### src/rtl/ifu_fetch_if.sv
// Bundle of the fetch stage's memory read bus, decode handshake and writeback PC path.
// The master modport is the fetch unit; the slave modport is everything around it.
interface ifu_fetch_if;
    logic        mem_arvalid;
    logic [31:0] mem_araddr;
    logic        mem_arready;
    logic        mem_rvalid;
    logic [31:0] mem_rdata;
    logic [1:0]  mem_rresp;
    logic        mem_rready;
    logic        ifu_valid;
    logic [63:0] ifu_data;
    logic        idu_ready;
    logic        pc_wen;
    logic [31:0] pc_next;
    logic        ifu_fault;
    logic [31:0] fetch_count;

    modport master (
        output mem_arvalid,
        output mem_araddr,
        input  mem_arready,
        input  mem_rvalid,
        input  mem_rdata,
        input  mem_rresp,
        output mem_rready,
        output ifu_valid,
        output ifu_data,
        input  idu_ready,
        input  pc_wen,
        input  pc_next,
        output ifu_fault,
        output fetch_count
    );

    modport slave (
        input  mem_arvalid,
        input  mem_araddr,
        output mem_arready,
        output mem_rvalid,
        output mem_rdata,
        output mem_rresp,
        input  mem_rready,
        input  ifu_valid,
        input  ifu_data,
        output idu_ready,
        output pc_wen,
        output pc_next,
        input  ifu_fault,
        input  fetch_count
    );
endinterface

### src/rtl/ifu_fetch.sv
// Instruction fetch stage: one bus read per instruction, hands {inst, pc} to decode,
// then waits for writeback to supply the next PC.
module ifu_fetch #(
    parameter logic [31:0] RESET_PC       = 32'h8000_0000,
    parameter int unsigned TIMEOUT_CYCLES = 255
) (
    input  logic        clk,
    input  logic        rst,
    ifu_fetch_if.master bus
);

    localparam logic [2:0] S_IDLE    = 3'd0;
    localparam logic [2:0] S_FETCH   = 3'd1;
    localparam logic [2:0] S_RESP    = 3'd2;
    localparam logic [2:0] S_HOLD    = 3'd3;
    localparam logic [2:0] S_WAIT_PC = 3'd4;

    localparam bit          TIMEOUT_EN   = (TIMEOUT_CYCLES != 0);
    localparam logic [31:0] TIMEOUT_LAST = TIMEOUT_EN ? 32'(TIMEOUT_CYCLES - 32'd1) : 32'd0;

    logic [2:0]  state;
    logic [2:0]  state_nxt;
    logic [31:0] pc;
    logic [31:0] pc_nxt;
    logic [31:0] inst;
    logic [31:0] inst_nxt;
    logic [31:0] tcnt;
    logic [31:0] tcnt_nxt;
    logic [31:0] count_q;
    logic [31:0] count_nxt;
    logic        fault_q;
    logic        fault_nxt;

    logic rsp_ok;
    logic timed_out;

    assign rsp_ok    = (bus.mem_rresp == 2'b00);
    assign timed_out = TIMEOUT_EN && (tcnt == TIMEOUT_LAST);

    always_comb begin
        state_nxt = state;
        pc_nxt    = pc;
        inst_nxt  = inst;
        tcnt_nxt  = tcnt;
        count_nxt = count_q;
        fault_nxt = 1'b0;

        case (state)
            S_IDLE: begin
                state_nxt = S_FETCH;
            end

            S_FETCH: begin
                if (bus.mem_arready) begin
                    state_nxt = S_RESP;
                    tcnt_nxt  = '0;
                end
            end

            S_RESP: begin
                // A response arriving in the last allowed cycle still counts.
                if (bus.mem_rvalid) begin
                    if (rsp_ok) begin
                        inst_nxt  = bus.mem_rdata;
                        state_nxt = S_HOLD;
                    end else begin
                        fault_nxt = 1'b1;
                        state_nxt = S_WAIT_PC;
                    end
                end else if (timed_out) begin
                    fault_nxt = 1'b1;
                    state_nxt = S_WAIT_PC;
                end else begin
                    tcnt_nxt = tcnt + 32'd1;
                end
            end

            S_HOLD: begin
                if (bus.idu_ready) begin
                    count_nxt = count_q + 32'd1;
                    state_nxt = S_WAIT_PC;
                end
            end

            S_WAIT_PC: begin
                if (bus.pc_wen) begin
                    if (bus.pc_next[1:0] == 2'b00) begin
                        pc_nxt    = bus.pc_next;
                        state_nxt = S_FETCH;
                    end else begin
                        fault_nxt = 1'b1;
                    end
                end
            end

            default: begin
                state_nxt = S_IDLE;
            end
        endcase
    end

    always_ff @(posedge clk or posedge rst) begin
        if (rst) begin
            state   <= S_IDLE;
            pc      <= RESET_PC;
            inst    <= '0;
            tcnt    <= '0;
            count_q <= '0;
            fault_q <= 1'b0;
        end else begin
            state   <= state_nxt;
            pc      <= pc_nxt;
            inst    <= inst_nxt;
            tcnt    <= tcnt_nxt;
            count_q <= count_nxt;
            fault_q <= fault_nxt;
        end
    end

    // Handshake outputs come straight from the state so an async reset drops them at once.
    assign bus.mem_arvalid = (state == S_FETCH);
    assign bus.mem_araddr  = pc;
    assign bus.mem_rready  = (state == S_RESP);
    assign bus.ifu_valid   = (state == S_HOLD);
    assign bus.ifu_data    = (state == S_HOLD) ? {inst, pc} : 64'd0;
    assign bus.ifu_fault   = fault_q;
    assign bus.fetch_count = count_q;

    a_single_phase: assert property (@(posedge clk) disable iff (rst)
        $onehot0({bus.mem_arvalid, bus.mem_rready, bus.ifu_valid}));

    a_hold_stable: assert property (@(posedge clk) disable iff (rst)
        (bus.ifu_valid && !bus.idu_ready) |=> (bus.ifu_valid && $stable(bus.ifu_data)));

endmodule

### src/flat_wrapper.sv
// flat-port wrapper written by rule: the top's interface ports become plain ports
module ifu_fetch_flat 
#(
    parameter logic [31:0] RESET_PC       = 32'h8000_0000,
    parameter int unsigned TIMEOUT_CYCLES = 255
)
  (clk, rst, bus_mem_arvalid, bus_mem_araddr, bus_mem_arready, bus_mem_rvalid, bus_mem_rdata, bus_mem_rresp, bus_mem_rready, bus_ifu_valid, bus_ifu_data, bus_idu_ready, bus_pc_wen, bus_pc_next, bus_ifu_fault, bus_fetch_count);
  ifu_fetch_if bus_i ();
  input  logic clk;
  input  logic rst;
  output wire logic [$bits(bus_i.mem_arvalid)-1:0] bus_mem_arvalid;
  output wire logic [$bits(bus_i.mem_araddr)-1:0] bus_mem_araddr;
  input wire logic [$bits(bus_i.mem_arready)-1:0] bus_mem_arready;
  input wire logic [$bits(bus_i.mem_rvalid)-1:0] bus_mem_rvalid;
  input wire logic [$bits(bus_i.mem_rdata)-1:0] bus_mem_rdata;
  input wire logic [$bits(bus_i.mem_rresp)-1:0] bus_mem_rresp;
  output wire logic [$bits(bus_i.mem_rready)-1:0] bus_mem_rready;
  output wire logic [$bits(bus_i.ifu_valid)-1:0] bus_ifu_valid;
  output wire logic [$bits(bus_i.ifu_data)-1:0] bus_ifu_data;
  input wire logic [$bits(bus_i.idu_ready)-1:0] bus_idu_ready;
  input wire logic [$bits(bus_i.pc_wen)-1:0] bus_pc_wen;
  input wire logic [$bits(bus_i.pc_next)-1:0] bus_pc_next;
  output wire logic [$bits(bus_i.ifu_fault)-1:0] bus_ifu_fault;
  output wire logic [$bits(bus_i.fetch_count)-1:0] bus_fetch_count;
  assign bus_mem_arvalid = bus_i.mem_arvalid;
  assign bus_mem_araddr = bus_i.mem_araddr;
  assign bus_i.mem_arready = bus_mem_arready;
  assign bus_i.mem_rvalid = bus_mem_rvalid;
  assign bus_i.mem_rdata = bus_mem_rdata;
  assign bus_i.mem_rresp = bus_mem_rresp;
  assign bus_mem_rready = bus_i.mem_rready;
  assign bus_ifu_valid = bus_i.ifu_valid;
  assign bus_ifu_data = bus_i.ifu_data;
  assign bus_i.idu_ready = bus_idu_ready;
  assign bus_i.pc_wen = bus_pc_wen;
  assign bus_i.pc_next = bus_pc_next;
  assign bus_ifu_fault = bus_i.ifu_fault;
  assign bus_fetch_count = bus_i.fetch_count;
  ifu_fetch #(.RESET_PC(RESET_PC), .TIMEOUT_CYCLES(TIMEOUT_CYCLES)) u_core (.clk(clk), .rst(rst), .bus(bus_i));
endmodule
### config.mk
export PLATFORM = sky130hd
export DESIGN_NAME = ifu_fetch_flat
export DESIGN_NICKNAME = d
export VERILOG_FILES = /design/src/rtl/ifu_fetch_if.sv /design/src/rtl/ifu_fetch.sv /design/src/flat_wrapper.sv
export SDC_FILE = /design/constraint.sdc
export NUM_CORES = 1
export LEC_CHECK = 0
export CAP_MARGIN = 30
export CORE_UTILIZATION = 45
export CTS_CLUSTER_SIZE = 25
export DETAILED_ROUTE_END_ITERATION = 7
export PLACE_DENSITY_LB_ADDON = 0.08
export SETUP_SLACK_MARGIN = 0.15
export SLEW_MARGIN = 20
export SYNTH_ARGS = -nofsm -noshare
export SYNTH_HDL_FRONTEND = slang
export SYNTH_SLANG_ARGS = --single-unit
### constraint.sdc
create_clock -name clk -period 4.8 [get_ports clk]
set_clock_uncertainty 0.15 [all_clocks]
set_input_delay 0.72 -clock clk [delete_from_list [all_inputs] [get_ports clk]]
set_output_delay 0.72 -clock clk [all_outputs]
set_load 0.1 [all_outputs]
==> results.sh <==
export IMPL_setup_viol=0
export IMPL_route_detailed_drc=2
export IMPL_clockRootBuffer="clkbuf_16"
export IMPL_final_hold_viol_count=0
export IMPL_comb_power_share_pct=44.7
export IMPL_rows=43
export IMPL_fmax_mhz=257
export IMPL_grt_max_degree=70
export IMPL_fin_ws_ps=907
export IMPL_die_y_microns=121
export IMPL_multiInputGateArea_sq_um=2870
export IMPL_synthDistinctLibCells=52
export IMPL_status="finished, violations left"
export IMPL_num_nets_final=851
export IMPL_clk_path_buf_depth=2
export IMPL_synth_xor_xnor_area_share_pct=4.26
export IMPL_final_layout_size_suffix_gt1_share_pct=15.1
export IMPL_violations="design-rule violations"
export IMPL_grt_pass1_vias=5332
export IMPL_worst_pin_slew_ps=1030
export IMPL_dp_hpwl_microns=11800
export IMPL_die_area_sq_um=14600
export IMPL_gr_total_overflow=0
export IMPL_cts_sinks=132
export IMPL_end_kind="output port"
export IMPL_num_io_pins=204
export IMPL_finalSetupTns_ps=0
export IMPL_clockPowerShare_pct=25.2
export IMPL_p_per_area_nw_per_um2=550
export IMPL_synth_simple_area_share_pct=20.7
export IMPL_finalCritPeriodShare_pct=81.1
export IMPL_n_antenna_cell=0
export IMPL_post_drt_wl_per_cell_microns=17.2
export IMPL_synth_top_family_by_area="simple AND/OR/NAND/NOR gates"
export IMPL_floorplan_initialDensity_pct=46.1
export IMPL_max_cap_viol_count=0
export IMPL_track_usage_pct=23.7
export IMPL_final_common_cell="clkdlybuf4s50_1"
export IMPL_ant_nets=0
export IMPL_muxShareOfSynthArea_pct=11.3
export IMPL_clk_pin_slew_ps=60
export IMPL_synth_top_flop_cell="dfrtp_1"
export IMPL_layout_common_cells="clkdlybuf4s50_1 (195), dfrtp_1 (131), and2_1 (69), mux2_2 (63), nand2_1 (35)"
export IMPL_final_max_slew_viol_count=0
export IMPL_ctsResizeCount=0
export IMPL_cts_setup_buffers=0
export IMPL_synth_compound_area_share_pct=8.07
export IMPL_worstPathArrival_ps=3020
export IMPL_num_vias=5289
export IMPL_period_minus_slack_ps=3890
export IMPL_initialDrtViolationCount=397
export IMPL_ctsHoldBuffers=0
export IMPL_switching_share_pct=45.6
export IMPL_p_int_w=0.00275
export IMPL_ir_drop_mv=0.540
export IMPL_synth_edf_count=0
export IMPL_critPathMaxFanout=42
export IMPL_antenna_found_initial=0
export IMPL_clock_latency_ps=410
export IMPL_coreArea_sq_um=13800
export IMPL_min_path_type="register to register"
export IMPL_leakagePower_nw=4.03
export IMPL_syn_area_sq_um=6370
export IMPL_regArea_sq_um=3300
export IMPL_htreeDepth=4
export IMPL_grt_pass1_wl_microns=26700
export IMPL_slew_headroom_pct=30.9
export IMPL_viasPerCell=5.46
export IMPL_preCtsSetupSlack_ps=1140
export IMPL_cp_start_kind="register"
export IMPL_crit_type="register to output port"
export IMPL_cts_buffers=17
export IMPL_rsz0062_at_grt="no"
export IMPL_cts_tree="done"
export IMPL_portBuffers=203
export IMPL_crit_required_ps=3930
export IMPL_synthCells=576
export IMPL_p_switching_w=0.00230
export IMPL_yosysSeqAreaShare_pct=51.8
export IMPL_synthAdderAreaFrac_pct=0.589
export IMPL_synth_async_reset_ratio_pct=100
export IMPL_routed_wl_microns=16700
export IMPL_synth_warnings=0
export IMPL_place_gp_congestion=0.807
export IMPL_avgSynthCellArea_sq_um=11.1
export IMPL_seqPwrFrac_pct=30.0
export IMPL_fillers=1041
export IMPL_synth_nets=651
export IMPL_area_growth_pct=44.2
export IMPL_die_x_microns=121
export IMPL_ys_ff_latch=132
export IMPL_drt_pass1_iter_count=7
[power groups by stage]
stage	registers (W)	logic (W)	clock network, W
floorplan	0.00222	0.000971	0
global placement	0.00152	0.00219	0
detailed placement	0.00153	0.00225	0
CTS	0.00152	0.00225	0.00130
global route	0.00155	0.00234	0.00135
finish	0.00152	0.00226	0.00128
[metal layers]
| layer | part of all wire [%] | vias to the layer above | global-route usage, % |
|---|---|---|---|
| li1 | - | 2460 | - |
| met1 | 41 | 2612 | 28.9 |
| met2 | 49 | 196 | 39.1 |
| met3 | 8.3 | 21 | 8.83 |
| met4 | 0.99 | 0 | 6.79 |
| met5 | 0 | - | 0 |
[registers in the layout (all words and copies together), names as in the netlist]
name and count:
u_core.bus.fetch_count 32, u_core.inst 32, u_core.bus.mem_araddr 32, u_core.state 3, u_core.tcnt 32, u_core.bus.ifu_fault 1
[layout make-up]
cell class | instances | area share (%)
well taps | 180 | 2.45
flip-flops and latches | 132 | 36.0
clock inverters | 7 | 0.749
multi-input cells | 400 | 31.2
repair buffers | 211 | 23.3
clock buffers | 25 | 5.72
inverters | 14 | 0.599
[critical path, stage by stage (launching register included)]
cell	delay [ps]
dfrtp_1	470
and3b_2	580
buf_16	230
and2_1	180
clkdlybuf4s50_1	1140
[stage by stage]
stage	cell area (sq um)	std cells	power (W)	utilization, %	hold slack, ps
floorplan	6370	576	0.00319	-	321
global placement	8490	933	0.00371	61.4	306
detailed placement	8570	936	0.00378	62.0	308
CTS	9160	968	0.00507	66.3	319
global route	9190	969	0.00524	66.5	340
finish	9190	969	0.00505	66.5	314
[final timing paths]
| kind | from | endpoint | slack [ps] | depth (start not counted) |
|---|---|---|---|---|
| min in group asynchronous | rst | u_core.inst[30] | 600 | 2 |
| setup / recovery | u_core.state[2] | bus_ifu_data[38] | 910 | 4 |
| hold / removal | u_core.bus.fetch_count[31] | u_core.bus.fetch_count[31] | 310 | 1 |
| setup reg to reg | u_core.tcnt[0] | u_core.tcnt[8] | 1880 | 7 |
| hold reg to reg | u_core.bus.fetch_count[31] | u_core.bus.fetch_count[31] | 310 | 1 |
| max in group asynchronous | rst | u_core.inst[22] | 2920 | 4 |
[cell families (layout without fill, tap and decap cells)]
kind of cell,after synthesis,in the layout
AO/OA/AOI/OAI,78,78
multiplexers,64,64
AND/OR/NAND/NOR,224,224
buffers and inverters,44,257
adder cells (fa/ha/maj),3,3
flip-flops,132,132
XOR/XNOR,31,31
[synth_stat cells (2+ instances only)]
cell,n,area [sq um]
mux2_2,63,709
inv_1,14,52.6
xnor2_1,18,158
nand4_1,16,100
o211ai_1,4,30.0
o31a_1,3,26.3
dfrtp_1,131,3280
and2_1,69,432
clkbuf_1,20,75.1
a31oi_1,10,62.6
buf_2,4,20.0
a21oi_1,21,105
xor2_1,13,114
or3_1,5,31.3
o21a_1,5,37.5
nor4_1,7,43.8
a32o_1,2,20.0
and4_1,11,96.3
a41oi_1,2,17.5
o22ai_1,2,12.5
buf_6,4,45.0
nand3_1,29,145
or4_1,9,67.6
and3_1,5,31.3
nor2_1,19,71.3
o21ai_0,13,65.1
o31ai_1,8,60.1
ha_1,3,37.5
nand2_1,35,131
nand2b_1,2,12.5
nor3_1,8,40.0
(Power assumes the default switching activity.)
==> patch, RTL diff (config.mk and constraints unchanged) <==
Make the reset (`rst`) synchronous in one clocked block. Comments in the files are not updated.
--- a/src/rtl/ifu_fetch.sv
+++ b/src/rtl/ifu_fetch.sv
@@ -99,7 +99,7 @@
         endcase
     end
 
-    always_ff @(posedge clk or posedge rst) begin
+    always_ff @(posedge clk) begin
         if (rst) begin
             state   <= S_IDLE;
             pc      <= RESET_PC;
Function: differs if rst is asserted again (counterexample within 4 cycles, from zero or initial values and one cycle with rst high); with rst held inactive, the same outputs for 4 cycles.
==> patch against the unedited design <==
- critical path type unchanged
- area after synthesis down 4.0%
- first-iteration DRC count rose by 13%
- cell count grew 17%
- design area fell by 4.1%
- worst setup slack got worse by 0.085 ns
- synthesized cell count up 33%
- sequential cell count is the same
- routed wire length grew 6.0%
- maximum frequency down 2.1%
Power is not compared: it rests on default switching activity, and its combinational part moved more than twofold at a synthesized area within 25%.
==> patch: results (changes against the unedited design) <==
Cells and area
  – Layout filler cell count: 1142 (+9.7%)
  – NumNets Final: 1015 (+19%)
  – Final Util: 0.666 (+0.000981)
  – Final non-filler cell total: 1130 (+17%)
  – Share of layout cells above drive strength 1: 0.0892 (-0.0616)

Place
  – GP Congestion: 0.845 (+4.6%)
  – Place WS: 1.14 ns (+0.00546 ns)
  – Post-DP Area: 8140 sq um (-5.0%)
  – Placed insts: 1097 (+17%)
  – Dpl hpwl: 12400 um (+4.9%)

Drt
  – Post-detailed-routing wire length: 17700 um (+6.0%)
  – Iteration-0 DRC Markers: 448 (+13%)
  – First-pass iteration count of the detailed router: 5 (-2)
  – Drt via density: 5.46 (about the same)

Synthesis
  – Syn_nets: 843 (+29%)
  – Synth top area cells: dfxtp_1 (43%), nand2_1 (9.2%), a21oi_1 (7.3%), and3_1 (7.2%), nor2_1 (3.0%)
  – Post-synthesis sequential area ratio: 0.432 (-0.0866)
  – Top post-synthesis cells by count: nand2_1 (150), dfxtp_1 (132), a21oi_1 (89)
  – Warnings from Yosys: 0 (unchanged)
  – Avg Synthesized Cell Area: 7.97 sq um (-28%)
  – Synth async-reset ratio: 0 (-1.00)
  – Synth Flop Type: dfxtp_1
  – Count of different cell masters after synthesis: 55 (+5.8%)

Global route
  – GRT Resource Usage Total: 0.252 (+0.0149)
  – First-pass GRT wire length: 28500 um (+6.7%)
  – Initial antenna violation count: 1 (+1)
  – Pin count of the biggest net entering global routing: 75 (+7.1%)
  – Vias in the first global route: 5737 (+7.6%)

CTS
  – Clock Tree Buf Depth: 2 (unchanged)

Setup path
  – Critical Path Source: u_core.state[0]
  – Reg2reg start: u_core.state[1]
  – Critical Path AT: 3.11 ns (+0.09 ns)
  – CP Max Fanout: 41 (-2.4%)

Pwr
  – Sw power: slightly below 0.9 mW
  – Pleak: ~3.2 nW
  – Combinational share of power: 0.161
  – Clock power share: 0.456

Timing
  – Worst-Margin Slew: 1.05 ns (+0.0118 ns)

Outcome
  – Status: finished, final reports clean

Min path
  – Hold Startpoint: u_core.inst[30]
  – Worst Hold Class: reg2reg
==> patch: changes by cell type after synthesis, sizes merged, moves of 63 or more <==
cell | unedited run | this run
dfxtp | 0 | 132
mux2 | 63 | 0
and2 | 69 | 6
and3 | 5 | 71
a21oi | 21 | 89
nand2 | 35 | 151
dfrtp | 131 | 0
==> patch: worst max-delay path: cells and delay by family (launching register included) <==
kind,cells,cell delay (ns)
AND/OR/NAND/NOR,2,1.00
buffers and inverters,1,1.14
flip-flops,1,0.54
==> patch: logic make-up (layout without fill, tap and decap cells) <==
family | count (synthesis) | after routing | synth area share
flops | 132 | 132 | 0.432
mux | 4 | 4 | 0.00654
xor+xnor | 34 | 34 | 0.0487
compound gates | 126 | 126 | 0.111
other cells | 0 | 1 | 0
simple gates | 407 | 407 | 0.354
fa+ha+maj | 3 | 3 | 0.00614
buf+inv | 62 | 247 | 0.0415
==> patch: worst paths after layout <==
path	endpoint	slack (ns)	cells after the start
worst max-delay path	bus_ifu_valid	0.82	3
worst min-delay path	u_core.inst[30]	0.30	2
worst max register to register	u_core.tcnt[12]	1.96	5
worst min register to register	u_core.inst[30]	0.30	2
==> patch: final cells by class <==
type                       count  area share
multi-input combinational    574       0.367
sequential                   132       0.300
timing repair buffer         208       0.228
clock buffer                  24      0.0569
tap                          176      0.0250
clock inverter                 8      0.0192
inverter                       7     0.00298
antenna                        1    0.000284
==> patch: layer usage <==
| metal | GRT usage | up-vias | wire, um |
|---|---|---|---|
| li1 | - | 3033 | - |
| met1 | 0.304 | 2929 | 7730 |
| met2 | 0.432 | 183 | 8720 |
| met3 | 0.0594 | 23 | 921 |
| met4 | 0.0957 | 0 | 328 |
| met5 | 0 | - | 0 |
